**config.mk**
```make
export PLATFORM = sky130hd
export DESIGN_NAME = midi_note_parser
export DESIGN_NICKNAME = d
export VERILOG_FILES = /design/src/rtl/midi_note_parser_pkg.sv /design/src/rtl/midi_note_parser_note_period_rom.sv /design/src/rtl/midi_note_parser.sv
export SDC_FILE = /design/constraint.sdc
export NUM_CORES = 1
export LEC_CHECK = 0
export CAP_MARGIN = 20
export CORE_MARGIN = 3
export CORE_UTILIZATION = 54
export DETAILED_ROUTE_END_ITERATION = 8
export HOLD_SLACK_MARGIN = 0.02
export PLACE_DENSITY = 0.74
export SLEW_MARGIN = 20
export SYNTH_ARGS = -nofsm -noshare
export SYNTH_HDL_FRONTEND = slang
export SYNTH_SLANG_ARGS = --single-unit
```
**constraint.sdc**
```tcl
create_clock -name clk -period 5.4 [get_ports clk]
set_input_delay 0.54 -clock clk [delete_from_list [all_inputs] [get_ports clk]]
set_output_delay 0.54 -clock clk [all_outputs]
set_load 0.1 [all_outputs]
```
**src/rtl/midi_note_parser_pkg.sv**
```systemverilog
// Shared definitions for the MIDI note parser: status codes, note range,
// setpoint geometry, parser state type and the elaboration-time period math.
package midi_note_parser_pkg;

  localparam logic [3:0] ST_NOTE_OFF   = 4'h8;
  localparam logic [3:0] ST_NOTE_ON    = 4'h9;
  localparam logic [3:0] ST_PROG       = 4'hC;
  localparam logic [3:0] ST_CHAN_PRESS = 4'hD;
  localparam logic [7:0] SYS_FIRST     = 8'hF0;
  localparam logic [7:0] RT_FIRST      = 8'hF8;

  localparam int unsigned NOTE_MIN   = 24;
  localparam int unsigned NOTE_MAX   = 83;
  localparam int unsigned NOTE_COUNT = NOTE_MAX - NOTE_MIN + 1;
  localparam int unsigned SP_W       = 22;
  localparam int unsigned DRIVES     = 8;

  typedef enum logic [1:0] {
    S_IDLE,
    S_DATA1,
    S_DATA2,
    S_SKIP
  } parser_state_e;

  // Equal-tempered frequencies of notes 72..83 in nanohertz; lower octaves halve.
  function automatic logic [63:0] top_freq_nhz(input int unsigned k);
    case (k)
      0:       return 64'd523251130601;
      1:       return 64'd554365261954;
      2:       return 64'd587329535835;
      3:       return 64'd622253967444;
      4:       return 64'd659255113826;
      5:       return 64'd698456462866;
      6:       return 64'd739988845423;
      7:       return 64'd783990871963;
      8:       return 64'd830609395160;
      9:       return 64'd880000000000;
      10:      return 64'd932327523036;
      default: return 64'd987766602512;
    endcase
  endfunction

  // round(clk_rate / f(note)), evaluated only on constants at elaboration.
  function automatic logic [SP_W-1:0] note_period(input int unsigned clk_rate,
                                                  input int unsigned note);
    logic [95:0] num;
    logic [95:0] den;
    num = (96'(clk_rate) * 96'd1000000000) << (6 - note / 12);
    den = 96'(top_freq_nhz(note % 12));
    return SP_W'((2 * num + den) / (2 * den));
  endfunction

endpackage

```
**src/rtl/midi_note_parser_note_period_rom.sv**
```systemverilog
// Note-to-step-period table for notes 24..83 with a registered, enabled read port.
module note_period_rom
  import midi_note_parser_pkg::*;
#(
  parameter int unsigned CLK_RATE = 50000000
) (
  input  logic            clk,
  input  logic            rst_n,
  input  logic            en,
  input  logic [5:0]      addr,
  output logic [SP_W-1:0] period
);

  logic [SP_W-1:0] table_w [NOTE_COUNT];

  for (genvar i = 0; i < NOTE_COUNT; i++) begin : g_entry
    localparam logic [SP_W-1:0] P = note_period(CLK_RATE, NOTE_MIN + i);
    assign table_w[i] = P;
  end

  always_ff @(posedge clk or negedge rst_n) begin
    if (!rst_n) begin
      period <= '0;
    end else if (en) begin
      period <= (addr < 6'(NOTE_COUNT)) ? table_w[addr] : '0;
    end
  end

endmodule

```
**src/rtl/midi_note_parser.sv**
```systemverilog
// MIDI byte-stream parser driving eight step-motor "drives" from Note On/Off
// messages: running-status FSM, per-drive note tracking, period lookup.
module midi_note_parser
  import midi_note_parser_pkg::*;
#(
  parameter int unsigned CLK_RATE  = 50000000,
  parameter int unsigned BASE_CHAN = 0
) (
  input  logic        clk,
  input  logic        rst_n,
  input  logic [7:0]  rx_data,
  input  logic        rx_new,
  output logic        sp_valid,
  output logic [2:0]  sp_chan,
  output logic        sp_en,
  output logic [21:0] sp_value,
  output logic [7:0]  active
);

  parser_state_e state_q, state_d;
  logic [3:0] cmd_q, cmd_d;
  logic [3:0] chan_q, chan_d;
  logic [6:0] data1_q, data1_d;

  logic       msg_done;
  logic [6:0] msg_note;
  logic [6:0] msg_vel;

  logic [6:0]        notes_q [DRIVES];
  logic [DRIVES-1:0] active_d;
  logic              note_wr;
  logic              upd_valid;
  logic              upd_en;

  logic [3:0] drv_rel;
  logic [2:0] drv;
  logic       drv_ok;
  logic       note_ok;
  logic       is_on;
  logic       is_off;

  logic            p_valid;
  logic [2:0]      p_chan;
  logic            p_en;
  logic [5:0]      p_idx;
  logic [SP_W-1:0] rom_period;

  // Realtime bytes fall through untouched so a partial message survives them.
  always_comb begin
    state_d  = state_q;
    cmd_d    = cmd_q;
    chan_d   = chan_q;
    data1_d  = data1_q;
    msg_done = 1'b0;
    msg_note = data1_q;
    msg_vel  = rx_data[6:0];
    if (rx_new) begin
      if (rx_data >= RT_FIRST) begin
        state_d = state_q;
      end else if (rx_data >= SYS_FIRST) begin
        state_d = S_SKIP;
        cmd_d   = '0;
        chan_d  = '0;
      end else if (rx_data[7]) begin
        state_d = S_DATA1;
        cmd_d   = rx_data[7:4];
        chan_d  = rx_data[3:0];
      end else begin
        case (state_q)
          S_DATA1: begin
            if (cmd_q == ST_PROG || cmd_q == ST_CHAN_PRESS) begin
              msg_done = 1'b1;
              msg_note = rx_data[6:0];
              msg_vel  = '0;
            end else begin
              data1_d = rx_data[6:0];
              state_d = S_DATA2;
            end
          end
          S_DATA2: begin
            msg_done = 1'b1;
            state_d  = S_DATA1;
          end
          default: state_d = state_q;
        endcase
      end
    end
  end

  assign drv_rel = chan_q - 4'(BASE_CHAN);
  assign drv     = drv_rel[2:0];
  assign drv_ok  = (chan_q >= 4'(BASE_CHAN)) && !drv_rel[3];
  assign note_ok = (msg_note >= 7'(NOTE_MIN)) && (msg_note <= 7'(NOTE_MAX));
  assign is_on   = (cmd_q == ST_NOTE_ON) && (msg_vel != '0);
  assign is_off  = (cmd_q == ST_NOTE_OFF) || ((cmd_q == ST_NOTE_ON) && (msg_vel == '0));

  always_comb begin
    upd_valid = 1'b0;
    upd_en    = 1'b0;
    note_wr   = 1'b0;
    active_d  = active;
    if (msg_done && drv_ok && note_ok) begin
      if (is_on) begin
        upd_valid     = 1'b1;
        upd_en        = 1'b1;
        note_wr       = 1'b1;
        active_d[drv] = 1'b1;
      end else if (is_off && active[drv] && (notes_q[drv] == msg_note)) begin
        upd_valid     = 1'b1;
        active_d[drv] = 1'b0;
      end
    end
  end

  always_ff @(posedge clk or negedge rst_n) begin
    if (!rst_n) begin
      state_q  <= S_IDLE;
      cmd_q    <= '0;
      chan_q   <= '0;
      data1_q  <= '0;
      active   <= '0;
      for (int unsigned i = 0; i < DRIVES; i++) notes_q[i] <= '0;
      p_valid  <= 1'b0;
      p_chan   <= '0;
      p_en     <= 1'b0;
      p_idx    <= '0;
      sp_valid <= 1'b0;
      sp_chan  <= '0;
      sp_en    <= 1'b0;
    end else begin
      state_q <= state_d;
      cmd_q   <= cmd_d;
      chan_q  <= chan_d;
      data1_q <= data1_d;
      active  <= active_d;
      if (note_wr) notes_q[drv] <= msg_note;
      p_valid <= upd_valid;
      if (upd_valid) begin
        p_chan <= drv;
        p_en   <= upd_en;
        p_idx  <= 6'(msg_note - 7'(NOTE_MIN));
      end
      sp_valid <= p_valid;
      if (p_valid) begin
        sp_chan <= p_chan;
        sp_en   <= p_en;
      end
    end
  end

  note_period_rom #(
    .CLK_RATE(CLK_RATE)
  ) u_rom (
    .clk   (clk),
    .rst_n (rst_n),
    .en    (p_valid && p_en),
    .addr  (p_idx),
    .period(rom_period)
  );

  // The ROM only loads on note-on, so a silenced drive reports zero here.
  assign sp_value = sp_en ? rom_period : '0;

endmodule
```
==> flow_metrics.tcl <==
set metrics [dict create \
    synth_warnings 0 \
    first_pass_iters 5 \
    synth_compound_area_frac 0.175 \
    final_common_cell "dfrtp_1" \
    cts_tree "yes" \
    cellLeakagePower_nw 3.77 \
    gr-total-overflow 0 \
    async_flop_share 1.00 \
    clkTransAtPathRegs_ns 0.05 \
    synth_top_family_by_area "multiplexers" \
    period_needed_ns 4.47 \
    port_buffers 44 \
    cap_violations 0 \
    fin_setup_tns_ns 0 \
    finalCritPeriodShare 0.829 \
    ant_nets 0 \
    h-tree-depth 4 \
    synthCells 747 \
    yosysTopAreaCell "dfrtp_1" \
    diodes 0 \
    fp.dieH_um 122 \
    core-area_mm2 0.0129 \
    most-common-layout-cells "dfrtp_1 (117), mux2_2 (83), nand2_1 (82), o21ai_0 (56), a21oi_1 (45)" \
    synth_flop_cell "dfrtp_1" \
    syn-cell-area_mm2 0.00731 \
    clock_path_buffers 2 \
    grt_max_degree 91 \
    worstHoldPathType "flop to flop" \
    p_comb_frac 0.275 \
    antenna_found_initial 1 \
    ys_ff_latch 118 \
    post_drt_wl_per_cell_um 20.4 \
    cts_resized 0 \
    cts_buffers 17 \
    area_growth_syn_to_layout_pct 15.7 \
    slew_headroom 0.301 \
    critPathMaxFanout 11 \
    drt-total-wl_mm 19.3 \
    start_util 0.565 \
    drc 0 \
    num_rows 41 \
    status "finished clean" \
    ys_seq_area_frac 0.404 \
    synth_nets 769 \
    required_ns 5.70 \
    postCtsSetupBuffers 0 \
    cts_root_buf "clkbuf_16" \
    drtIter0Drc 773 \
    setup_viol 0 \
    track_usage 0.267 \
    vias 6134 \
    worstMarginPinSlew_ns 1.05 \
    seqPwrFrac 0.333 \
    synthDistinctLibCells 67 \
    yosys-top-cells-area "dfrtp_1 (40%), mux2_2 (13%), nand2_1 (4.2%), o21ai_0 (3.8%), a21oi_1 (3.1%)" \
    p_int_w 0.00206 \
    clk-insertion-delay-late_ns 0.42 \
    synth-xor-area-share 0.00959 \
    instances_no_fill 950 \
    clkPwrFrac 0.392 \
    rsz0062_at_grt "false" \
    synth_simple_gate_area_frac 0.166 \
    drive_gt1_frac 0.183 \
    synth_adder_area_share 0.0188 \
    cellPowerDensity_mw_per_mm2 365 \
    place.gp.congestion 0.967 \
    critPathLaunchType "input port" \
    cts.sinks 118 \
    cp-end-kind "flop" \
    post-synth-top-area-fraction 0.404 \
    arrival_ns 4.77 \
    crit_type "input port to flop" \
    grt_pass1_vias 5821 \
    post-dp-hpwl_mm 12.8 \
    die_x_um 122 \
    syn_area_per_cell_um2 9.78 \
    p_switching_w 0.00103 \
    dp_cells 917 \
    fmax_mhz 223 \
    vdd.ir_drop.worst_uv 283 \
    slew_viol_final 0 \
    swShare 0.332 \
    die-area_mm2 0.0150 \
    ios 46 \
    synth_mux_area_frac 0.185 \
    synth_edf_count 0 \
    fin_nets 788 \
    grt_pass1_wl_mm 31.3 \
    skew_ns 0.00846 \
    hold_violations 0 \
    via_per_inst 6.46 \
]
-- per-layer routing --
layer | track usage | wire length (um) | vias to the layer above
li1 | - | - | 2785
met1 | 0.398 | 8570 | 3005
met2 | 0.388 | 8660 | 290
met3 | 0.0484 | 1600 | 52
met4 | 0.104 | 486 | 2
met5 | 0 | 15 | -
-- kinds of logic after synthesis --
logic type               count (synthesis)
AO/OA/AOI/OAI                          199
XOR/XNOR                                 8
multiplexers                           110
buffers and inverters                   69
adder cells (fa/ha/maj)                 11
other                                    1
AND/OR/NAND/NOR                        231
flip-flops                             118
-- repair_timing --
| item | in CTS | in global routing |
|---|---|---|
| hold endpoints to repair | 0 | 17 |
| hold buffers | 0 | 1 |
| setup endpoints to repair | 0 | 0 |
-- registers in the layout (all words and copies together) (netlist names), 2 cells and up, named ones only --
name and flops:
chan_q 4, cmd_q 4, data1_q 7, notes_q 56, p_chan 3, p_idx 6
sp_chan 3, state_q 2, u_rom.period 21
-- stage by stage --
step                power (W)  area [um2]  hold slack (ns)   util  setup slack (ns)
global placement      0.00185        7790            0.445  0.602             0.769
CTS                   0.00307        8420            0.322  0.651             0.989
finish                0.00308        8460            0.464  0.654             0.925
global route          0.00322        8460            0.510  0.654             0.715
floorplan             0.00162        7310            0.244      -              2.20
detailed placement    0.00186        7790            0.455  0.602             0.556
-- synthesized netlist by cell type (all sizes together), types with 3 or more instances --
library cell	count
dfrtp	118
mux2	86
nand2	82
o21ai	56
a21oi	45
clkbuf	40
nor2	40
and2	26
a211oi	18
nand2b	16
nor3	16
buf	15
mux2i	15
inv	12
a21o	11
a31oi	11
ha	11
nand3	11
mux4	9
nor2b	9
o31ai	8
or4	7
a311oi	6
o211ai	6
o22ai	6
o221ai	5
o311ai	5
xnor2	5
nand4	4
nor4	4
or3	4
a32o	3
and3	3
xor2	3
-- path summary, 6_finish.rpt --
path | from | end | slack [ns] | depth (start not counted)
max reg2reg | state_q[1] | notes_q[35] | 0.99 | 13
max in group asynchronous | rst_n | p_idx[3] | 3.66 | 4
max | rx_data[7] | notes_q[35] | 0.93 | 12
min reg2reg | u_rom.period[13] | u_rom.period[13] | 0.46 | 2
min | u_rom.period[13] | u_rom.period[13] | 0.46 | 2
min in group asynchronous | rst_n | u_rom.period[17] | 0.55 | 2
-- final cells by class --
cell class	count	area [um2]
multi-input cells	560	4060
flip-flops and latches	118	2950
repair buffers	55	543
well taps	172	215
inverters	14	52.6
clock inverters	8	145
fillers	979	4470
clock buffers	23	488
-- power groups by stage --
stage          registers [W]  logic [W]  clock network (W)
2_1_floorplan        0.00101   0.000614                  0
3_3_place_gp         0.00104   0.000813                  0
3_5_place_dp         0.00104   0.000818                  0
4_1_cts              0.00103   0.000827            0.00122
5_1_grt              0.00104   0.000920            0.00126
6_report             0.00103   0.000849            0.00121
-- worst max-delay path: stages --
cell	delay [ns]
clkdlybuf4s50_1	0.48
nand2b_2	0.25
nor2_1	0.67
mux2_2	0.44
ha_1	0.27
or3_1	0.13
a211oi_1	0.05
a211oi_1	0.42
nand4_1	0.19
buf_4	0.24
nor3_2	0.66
mux2_2	0.42
Power figures use the tool's default switching activity.
